$ cat src/rtl/key_press_counter_pkg.sv
// Shared types and constants for the pushbutton counter: debounce state
// encoding, key role indices and the debounce timer width.
package key_press_counter_pkg;

  localparam int TIMER_W  = 24;
  localparam int NUM_KEYS = 4;

  localparam int KEY_INC  = 0;
  localparam int KEY_DEC  = 1;
  localparam int KEY_LOAD = 2;
  localparam int KEY_CLR  = 3;

  typedef enum logic [1:0] {
    RELEASED,
    PRESS_WAIT,
    PRESSED,
    RELEASE_WAIT
  } deb_state_e;

endpackage

$ cat src/rtl/key_debounce.sv
// One pushbutton: two-flop synchronizer followed by a debounce FSM that
// produces a clean pressed level and a single-cycle pulse per accepted press.
module key_debounce
  import key_press_counter_pkg::*;
#(
  parameter int DEBOUNCE_CYCLES = 1000000
) (
  input  logic clk,
  input  logic rst,
  input  logic key_n_i,
  output logic pressed_level_o,
  output logic press_pulse_o
);

  localparam logic [TIMER_W-1:0] TIMER_MAX = TIMER_W'(DEBOUNCE_CYCLES - 1);

  logic               sync1_q, sync2_q;
  logic               pressed;
  deb_state_e         state_q, state_d;
  logic [TIMER_W-1:0] timer_q, timer_d;
  logic               pulse_q, pulse_d;

  assign pressed = ~sync2_q;

  // NOTE: non-blocking assignments make every flop load from pre-edge values,
  // which is what keeps the two synchronizer stages distinct.
  always_ff @(posedge clk) begin
    if (rst) begin
      sync1_q <= 1'b1;
      sync2_q <= 1'b1;
      state_q <= RELEASED;
      timer_q <= '0;
      pulse_q <= 1'b0;
    end else begin
      sync1_q <= key_n_i;
      sync2_q <= sync1_q;
      state_q <= state_d;
      timer_q <= timer_d;
      pulse_q <= pulse_d;
    end
  end

  // NOTE: every output of this block gets a default first, so no path can
  // leave one unassigned and infer a latch.
  always_comb begin
    state_d = state_q;
    timer_d = timer_q;
    pulse_d = 1'b0;
    unique case (state_q)
      RELEASED: begin
        if (pressed) begin
          state_d = PRESS_WAIT;
          timer_d = '0;
        end
      end
      PRESS_WAIT: begin
        if (!pressed) begin
          state_d = RELEASED;
        end else if (timer_q == TIMER_MAX) begin
          state_d = PRESSED;
          pulse_d = 1'b1;
        end else begin
          timer_d = timer_q + 1'b1;
        end
      end
      PRESSED: begin
        if (!pressed) begin
          state_d = RELEASE_WAIT;
          timer_d = '0;
        end
      end
      RELEASE_WAIT: begin
        // A bounce back to pressed resumes the held press without a new pulse.
        if (pressed) begin
          state_d = PRESSED;
        end else if (timer_q == TIMER_MAX) begin
          state_d = RELEASED;
        end else begin
          timer_d = timer_q + 1'b1;
        end
      end
      default: state_d = RELEASED;
    endcase
  end

  assign pressed_level_o = (state_q == PRESSED) || (state_q == RELEASE_WAIT);
  assign press_pulse_o   = pulse_q;

endmodule

$ cat src/rtl/key_press_counter.sv
// Board top: debounces four pushbuttons and applies clear/load/inc/dec
// commands to a count register displayed on LEDG.
module key_press_counter
  import key_press_counter_pkg::*;
#(
  parameter int DEBOUNCE_CYCLES = 1000000,
  parameter int CNT_W           = 8
) (
  input  logic                CLOCK_50,
  input  logic                RESET,
  input  logic [NUM_KEYS-1:0] KEY,
  input  logic [7:0]          SW,
  output logic [7:0]          LEDG,
  output logic [NUM_KEYS-1:0] LEDR
);

  logic [NUM_KEYS-1:0] press_pulse;
  logic [NUM_KEYS-1:0] pressed_level;
  logic [7:0]          sw_sync1_q, sw_sync2_q;
  logic [CNT_W-1:0]    count_q, count_d;

  for (genvar i = 0; i < NUM_KEYS; i++) begin : g_key
    key_debounce #(
      .DEBOUNCE_CYCLES(DEBOUNCE_CYCLES)
    ) u_key_debounce (
      .clk            (CLOCK_50),
      .rst            (RESET),
      .key_n_i        (KEY[i]),
      .pressed_level_o(pressed_level[i]),
      .press_pulse_o  (press_pulse[i])
    );
  end

  // Simultaneous inc and dec cancel; clear beats load beats either.
  always_comb begin
    count_d = count_q;
    if (press_pulse[KEY_CLR]) begin
      count_d = '0;
    end else if (press_pulse[KEY_LOAD]) begin
      count_d = CNT_W'(sw_sync2_q);
    end else if (press_pulse[KEY_INC] && !press_pulse[KEY_DEC]) begin
      count_d = count_q + CNT_W'(1);
    end else if (press_pulse[KEY_DEC] && !press_pulse[KEY_INC]) begin
      count_d = count_q - CNT_W'(1);
    end
  end

  always_ff @(posedge CLOCK_50) begin
    if (RESET) begin
      sw_sync1_q <= '0;
      sw_sync2_q <= '0;
      count_q    <= '0;
    end else begin
      sw_sync1_q <= SW;
      sw_sync2_q <= sw_sync1_q;
      count_q    <= count_d;
    end
  end

  assign LEDG = count_q[7:0];
  assign LEDR = pressed_level;

endmodule

$ cat config.mk
export PLATFORM = sky130hd
export DESIGN_NAME = key_press_counter
export DESIGN_NICKNAME = d
export VERILOG_FILES = /design/src/rtl/key_press_counter_pkg.sv /design/src/rtl/key_debounce.sv /design/src/rtl/key_press_counter.sv
export SDC_FILE = /design/constraint.sdc
export NUM_CORES = 1
export LEC_CHECK = 0
export CAP_MARGIN = 10
export CORE_AREA = 2 2 153 155
export DETAILED_ROUTE_END_ITERATION = 16
export DIE_AREA = 0 0 155 157
export HOLD_SLACK_MARGIN = 0.06
export PLACE_DENSITY = 0.49
export SLEW_MARGIN = 20
export SYNTH_ARGS = -nofsm -noshare
export SYNTH_HDL_FRONTEND = slang
export SYNTH_SLANG_ARGS = --single-unit
export TNS_END_PERCENT = 10
$ cat constraint.sdc
create_clock -name CLOCK_50 -period 3.1 [get_ports CLOCK_50]
set_input_delay 0.31 -clock CLOCK_50 [delete_from_list [all_inputs] [get_ports CLOCK_50]]
set_output_delay 0.31 -clock CLOCK_50 [all_outputs]
set_load 0.05 [all_outputs]
# == Yosys cells after proc, flatten, opt, wreduce, memory -nomap -nowiden ==
# Index checks and enable logic that the tools add are counted.
# totals
word_cells,158
register_bits,140
out_inout_bits,12
# op_classes
eq_ne,40
addsub,6
n_bitwise,4
reduce_logical,26
muxes,59
# ops
op,n
24-bit two-way mux,20
24-bit one-hot mux with 4 select lines,4
"24-bit by 1-bit adder with 24-bit output, second input constant",4
"24-bit by 20-bit == test with 1-bit output, second input constant",4
2-bit two-way mux,24
2-bit one-hot mux with 4 select lines,4
4-bit AND reduction,8
8-bit two-way mux,3
"2-bit == test, second input constant",8
"2-bit by 1-bit != test with 1-bit output, second input constant",8
"2-bit != test, second input constant",8
"3-bit by 1-bit != test with 1-bit output, second input constant",4
"3-bit != test, second input constant",4
3-bit OR reduction,4
"8-bit by 1-bit adder with 8-bit output, second input constant",1
"2-bit by 1-bit == test with 1-bit output, second input constant",4
2-bit logical NOT,4
"8-bit by 1-bit subtractor with 8-bit output, second input constant",1
1-bit logical OR,4
1-bit two-way mux,4
1-bit NOT,4
3-bit nonzero test,1
1-bit logical AND,2
1-bit logical NOT,2
2-bit OR reduction,1

# == Longest topological paths before layout ==
# Gate-level depths: netlist of run 1.
# depth
depth_word,5
mapped_depth,9
ltp_nobuf,9

# == Hierarchy ==
# A second synthesis of run 1 with hierarchy kept.
# unflattened
cells_unflattened,807
hier_area_um2,6850.3
# by_module_without_submodules
module,cells_per_inst,instances,seq_area_each_um2,area_per_inst_um2
key_debounce,175,4,580.6,1440.1
key_press_counter,107,1,480.5,1089.8

# == Worst setup path before layout of run 1 ==
# No wires, ideal clock.
# synth_timing
kind,register to register
startpoint,"register count_q[1], in the netlist LEDG[1]"
endpoint,"register count_q[7], in the netlist LEDG[7]"
path_stages_with_launch,7
slack_ns,1.109
period_less_slack_ns,1.991
path_buffers,0
setup_ns,0.126
t_arrival_ns,1.865
path_cell_list,dfxtp_1 > ha_1 > a21oi_1 > o2111ai_1 > a211oi_1 > o211ai_1 > nor3b_1
# synth_via
elab_chain_len,4
word_cells_on_any_way,5
classes_between,add/sub (2); mux (3)
# synth_lines
item,line,text
"start, declared",key_press_counter.sv:20,"logic [CNT_W-1:0] count_q, count_d;"
"start signal, assigned",key_press_counter.sv:56,count_q <= count_d;
8-bit by 1-bit subtractor with 8-bit output,key_press_counter.sv:44,count_d = count_q - CNT_W'(1);
8-bit two-way mux,key_press_counter.sv:43,end else if (press_pulse[KEY_DEC] && !press_pulse[KEY_INC]) begin
8-bit two-way mux (*),key_press_counter.sv:41,end else if (press_pulse[KEY_INC] && !press_pulse[KEY_DEC]) begin
8-bit two-way mux (*),key_press_counter.sv:39,end else if (press_pulse[KEY_LOAD]) begin
# Every way passes the cells marked *; elsewhere a longest branch is shown, timed or not. The select of a mux whose other input is x is not followed.
# A chain may end at the register's enable or synchronous reset.

# == Worst setup path in the final report of run 1 ==
# layout_timing
startpoint,register g_key[3].u_key_debounce.timer_q[3]
endpoint,register g_key[3].u_key_debounce.timer_q[22]
# layout_via
elab_chain_len,4
word_cells_on_any_way,6
classes_between,add/sub (1); eq/ne (1); mux (4)
# layout_lines
item,line,text
"start, declared",key_debounce.sv:20,"logic [TIMER_W-1:0] timer_q, timer_d;"
"start signal, assigned",key_debounce.sv:38,timer_q <= timer_d;
24-bit by 1-bit adder with 24-bit output or 24-bit by 20-bit == test with 1-bit output (tied branches),--,
24-bit two-way mux (*),"key_debounce.sv:59, key_debounce.sv:76",
"24-bit two-way mux, on equally long branches","key_debounce.sv:74, key_debounce.sv:57",
24-bit one-hot mux with 4 select lines (*),key_debounce.sv:49,unique case (state_q)
# Marked as above.

==> results_dict.tcl, run 1 <==
set metrics [dict create \
    outcome "finished, final reports clean" \
    synth_cells 769 \
    final.min_clock_period_ps 2150 \
    grt_max_degree 24 \
    cp_num_buf_inv 0 \
    die_w_um 155 \
    grt_pass1_wl_um 25800 \
    critical-path-top-delay-family "simple AND/OR/NAND/NOR gates" \
    fillers 2317 \
    dp_hpwl_um 10100 \
    worst_setup_path_end_kind "flop" \
    antennaDiodeCount 0 \
    r2r_end "g_key[3].u_key_debounce.timer_q[22]" \
    rows 55 \
    htreeDepth 4 \
    grt_pass1_vias 5270 \
    yosysWarnings 0 \
    pwr-share-comb 0.026 \
    power_frac_clock 0.501 \
    holdCritPathClass "in2reg" \
    wirelength_um 14800 \
    p_sw_mw 0.821 \
    critPathSlowestCell "and4_1" \
    synth_common_cells "140 x dfxtp_1, 61 x a21oi_1, 59 x nor2_1, 43 x nand2_1, 34 x nand3_1" \
    synth_top_cell_by_area "dfxtp_1" \
    ir_drop_v 0.000301 \
    reg2reg_slack_ps 950 \
    r2r_cells 5 \
    antenna_left 0 \
    cts-resized-gates 0 \
    cts.clk_slew.worst_paths_ps 60 \
    drive_gt1_frac 0.0824 \
    worstHoldEndpoint "g_key[1].u_key_debounce.timer_q[0]" \
    fin_nets 805 \
    seqCellArea_um2 2800 \
    min_delay_path_depth 2 \
    die_h_um 157 \
    synth_top_family_by_area "simple AND/OR/NAND/NOR gates" \
    avgSynthCellArea_um2 8.77 \
    swShare 0.213 \
    vias 5527 \
    ys.flop_type "dfxtp_1" \
    fmax_mhz 465 \
    synthSimpleGateAreaFrac 0.283 \
    ys_types 67 \
    synthArstFlopShare 0 \
    grtUsageTotal 0.130 \
    cp_common_cell "and4_1" \
    tns_ps 0 \
    synthMuxAreaShare 0.00760 \
    pwr-share-seq 0.473 \
    synth_compound_area_frac 0.163 \
    drv_cap 0 \
    first_pass_iters 5 \
    setup_viol 0 \
    grt_antenna_before_repair 0 \
    initial_core_util 0.300 \
    core_um2 22500 \
    cts_max_path_buffers 2 \
    cts_root_buffer "clkbuf_16" \
    worst_pin_slew_ps 790 \
    cts_buffers 17 \
    cp-startpoint "g_key[3].u_key_debounce.timer_q[3]" \
    num_io_pins 26 \
    via_per_inst 5.15 \
    cts_sinks 140 \
    syn_area_um2 6750 \
    finalPower_mw 3.86 \
    p_int_mw 3.04 \
    cts_tree "yes" \
    critical_path_required_ps 3410 \
    finalMaxSlewViolations 0 \
    cp_slowest_stage_delay_ps 450 \
    worst_hold_slack_ps 290 \
    fp.dieArea_um2 24300 \
    relSlewSlack 0.474 \
    finalCritPeriodShare 0.694 \
    port_buffers 25 \
    multi_input_area_um2 3650 \
    area_growth_pct 15.0 \
    synth_area_leaders "dfxtp_1 42%, a21oi_1 4.5%, nor2_1 3.3%" \
    fin_skew_ps 7.38 \
    crit_arrival_ps 2460 \
    rsz0062_at_grt "false" \
    path_cells "and4_1 > and4_1 > nand4_1 > nor3_1 > mux2_2" \
    dp_slack_ps 965 \
    p_leak_nw 2.59 \
    timing.rr.start "g_key[3].u_key_debounce.timer_q[3]" \
    drt_iter0_markers 282 \
    ys_ff_latch 140 \
    synth_top_area_share 0.415 \
    post-synth-top-count-cell "dfxtp_1" \
    yosysSeqAreaShare 0.415 \
    startpoint_type "flop" \
    hold_buffers 0 \
    final_hold_viol_count 0 \
    synth_xor_area_frac 0.0606 \
    syn_nets 796 \
    clk_latency_ps 420 \
    power_density_nw_per_um2 498 \
    timing.setup.critical_path_class "reg2reg" \
    setup_slack_ps 947 \
    gr-total-overflow 0 \
    wl_per_cell_um 13.8 \
    synth_edf_count 0 \
    gp_congestion 0.786 \
    crit_path_max_fanout 11 \
    post_cts_buffers 0 \
    drcViolationCount 0 \
    yosys.area_share.adder 0.0252 \
    hp-start "RESET" \
]
[cell type report]
| class | instances | share of cell area |
|---|---|---|
| Timing Repair Buffer | 33 | 0.0394 |
| Tap cell | 285 | 0.0460 |
| Multi-Input combinational cell | 561 | 0.471 |
| Clock inverter | 9 | 0.0126 |
| Clock buffer | 21 | 0.0581 |
| Sequential cell | 140 | 0.361 |
| Inverter | 25 | 0.0121 |
[how the worst max path moves through the flow]
stage | endpoint | cells past startpoint
after CTS | LEDG[7] | 9
after global placement | LEDG[7] | 9
after detailed placement | LEDG[7] | 9
final | g_key[3].u_key_debounce.timer_q[22] | 5
after global routing | g_key[3].u_key_debounce.timer_q[22] | 5
after floorplan | LEDG[7] | 6
[placed cells by master (no fill, tap or decap), types with 5 or more instances in the layout]
cell type,n
nand4_1,25
or3_1,21
o211ai_1,10
and2_1,8
nor3b_1,5
a21oi_1,61
nand3_1,34
inv_1,24
ha_1,12
xor2_1,22
clkinv_2,6
o21ai_0,25
nand2_1,43
buf_4,8
xnor2_1,21
nor4b_1,9
and3_1,9
o2111ai_1,7
o31ai_1,22
or4_1,22
dfxtp_1,140
clkbuf_16,17
nor3_1,20
clkdlybuf4s50_1,24
nor2b_1,16
nor4_1,19
nor2_1,59
a31oi_1,6
a21o_1,9
or2_2,8
and4_1,10
[state kept, by name (all words and copies together), names as in the netlist, named ones only]
signal / cells
g_key.u_key_debounce.timer_q: 96
LEDG: 8
sw_sync1_q: 8
sw_sync2_q: 8
g_key.u_key_debounce.press_pulse_o: 4
g_key.u_key_debounce.state_q: 4
g_key.u_key_debounce.sync1_q: 4
g_key.u_key_debounce.sync2_q: 4
[power groups by stage]
stage | Clock (mW) | Combinational (mW) | Sequential [mW]
floorplan | 0 | 0.0657 | 1.86
global placement | 0 | 0.103 | 1.87
detailed placement | 0 | 0.102 | 1.86
CTS | 2.00 | 0.102 | 1.83
global route | 2.08 | 0.113 | 1.83
finish | 1.94 | 0.0994 | 1.83
[metrics by stage]
step | utilization | instances | instance area, µm²
CTS | 0.345 | 1074 | 7760
global placement | 0.320 | 1044 | 7210
finish | 0.345 | 1074 | 7760
global route | 0.345 | 1074 | 7760
detailed placement | 0.320 | 1044 | 7210
floorplan | - | 769 | 6750
[worst reg2reg max path, delay by kind of cell, from the launching register on]
family | cells | cell delay (ps)
and+or+nand+nor | 4 | 1300
muxes | 1 | 350
DFF | 1 | 390
[cells by family (layout without fill, tap and decap cells)]
| logic type | Yosys count | after routing |
|---|---|---|
| simple gates | 329 | 329 |
| compound gates | 169 | 169 |
| flops | 140 | 140 |
| buf+inv | 68 | 88 |
| xor+xnor | 45 | 45 |
| fa+ha+maj | 13 | 13 |
| mux | 5 | 5 |
[per-layer routing]
metal	vias up	global-route usage	share of wire
met2	73	0.201	0.44
li1	2867	-	-
met4	0	0.0516	0.016
met3	17	0.0278	0.027
met1	2570	0.177	0.51
met5	-	0	0
No activity file was read; power rests on OpenSTA's default activity.
==> run 2, diff against run 1 <==
Settings changed: PLACE_DENSITY 0.49 to 0.5.
Clock period 3.1 ns to 1.9 ns, I/O delays scaled along.
==> run 2 against run 1 <==
  * Register-to-register slack got worse by 890 ps
  * Global-route usage increased by 0.97 points
  * Worst setup slack got worse by 900 ps
==> results_dict.tcl, run 2 (synthesized netlist as in run 1, its figures left out) <==
set metrics [dict create \
    outcome "finished, final reports clean" \
    final_hold_viol_count 0 \
    final_common_cell "dfxtp_1" \
    drv_cap 0 \
    p_leak_nw 3.33 \
    cts_root_buffer "clkbuf_16" \
    fin_skew_ps 8.70 \
    largest_reg_flops 96 \
    cts.clk_slew.worst_paths_ps 50 \
    initial_core_util 0.300 \
    gp_congestion 0.781 \
    grt_max_degree 23 \
    holdCritPathClass "in2reg" \
    area_growth_pct 32.4 \
    wl_per_cell_um 13.9 \
    fp.dieArea_um2 24300 \
    gr-total-overflow 0 \
    antenna_left 0 \
    timing.setup.critical_path_class "reg2out" \
    placed_area_um2 8000 \
    cp_num_buf_inv 1 \
    port_buffers 25 \
    finalMaxSlewViolations 0 \
    crit_arrival_ps 1670 \
    critPathSlowestCell "clkdlybuf4s50_1" \
    critical-path-top-delay-family "buffers and inverters" \
    clk_latency_ps 420 \
    htreeDepth 4 \
    antennaDiodeCount 0 \
    fmax_mhz 539 \
    startpoint_type "flop" \
    wirelength_um 16400 \
    ir_drop_v 0.000503 \
    via_per_inst 5.04 \
    drt_iter0_markers 313 \
    regMostFlops "g_key.u_key_debounce.timer_q" \
    dp_slack_ps -72.9 \
    final_area_um2 8930 \
    finalCritPeriodShare 0.977 \
    critical_path_required_ps 1710 \
    drcViolationCount 0 \
    setup_viol 0 \
    path_cells "clkdlybuf4s50_1" \
    final_cell_mix "136 x dfxtp_1, 111 x buf_4, 58 x nor2_1, 58 x a21oi_1, 42 x nand2_1" \
    rsz0062_at_grt "true" \
    rows 55 \
    cp_slowest_stage_delay_ps 840 \
    fin_nets 912 \
    worst_hold_slack_ps 209 \
    grt_pass1_wl_um 27700 \
    grt_antenna_before_repair 0 \
    final.min_clock_period_ps 1860 \
    die_h_um 157 \
    core_um2 22500 \
    first_pass_iters 4 \
    vias 5960 \
    cts_tree "yes" \
    worst_setup_path_end_kind "output port" \
    crit_path_max_fanout 3 \
    grt_pass1_vias 5694 \
    num_io_pins 26 \
    die_w_um 155 \
    grtUsageTotal 0.140 \
    power_density_nw_per_um2 739 \
    setup_slack_ps 43.8 \
    relSlewSlack 0.619 \
    cts_buffers 17 \
    reg2reg_slack_ps 60 \
    cts_max_path_buffers 2 \
    worst_pin_slew_ps 570 \
    dp_hpwl_um 11600 \
    cts_sinks 140 \
    fillers 2234 \
    drive_gt1_frac 0.243 \
]
run 2: cell types whose count changed in the layout (fill, tap and decap cells not counted), sizes merged:
cell | previous run | this run
buf | 9 | 116
clkdlybuf4s50 | 24 | 15
dlygate4sd2 | 0 | 5
dlymetal6s2s | 0 | 4
bufinv | 2 | 3
clkbuf | 21 | 22
run 2: worst paths after layout:
path	start	endpoint	cells after the start
hold reg to reg	g_key[3].u_key_debounce.sync1_q	g_key[3].u_key_debounce.sync2_q	1
hold / removal	RESET	flop	2
setup / recovery	LEDG[6]	LEDG[6]	1
setup reg to reg	g_key[1].u_key_debounce.press_pulse_o	LEDG[7]	9
run 2: per-stage QoR:
step | power (mW) | cells | TNS [ps] | util
floorplan | 3.14 | 769 | 0 | -
global placement | 3.24 | 1148 | -11.8 | 0.356
detailed placement | 3.24 | 1148 | -207 | 0.356
CTS | 6.70 | 1180 | -53.1 | 0.383
global route | 6.85 | 1183 | -153 | 0.397
finish | 6.60 | 1183 | 0 | 0.397
run 2: what timing repair did:
| item | CTS | global route |
|---|---|---|
| endpoints found under the setup margin | 9 | 53 |
| pin swaps | 0 | 17 |
| buffers inserted | 0 | 2 |
| hold buffers | 0 | 0 |
| cloned | 0 | 1 |
| gates resized for setup | 9 | 58 |
run 2: per-layer routing:
layer / wire, µm / track usage
met1: 8370 / 0.188
met2: 7520 / 0.223
met3: 371 / 0.0328
met4: 178 / 0.0432
met5: 0 / 0
run 2: report_power, final:
part	total, mW	switching (mW)	internal (mW)
clock network	3.42	1.25	2.17
logic	0.203	0.115	0.0877
registers	2.98	0.0129	2.96
total	6.60	1.38	5.22
run 2: final cells by class:
cell class | count | area (µm²) | area share
repair buffers | 140 | 1140 | 0.127
inverters | 25 | 101 | 0.0113
well taps | 285 | 357 | 0.0399
flip-flops and latches | 140 | 2810 | 0.314
clock inverters | 10 | 139 | 0.0155
multi-input cells | 561 | 3920 | 0.439
clock buffers | 22 | 474 | 0.0531
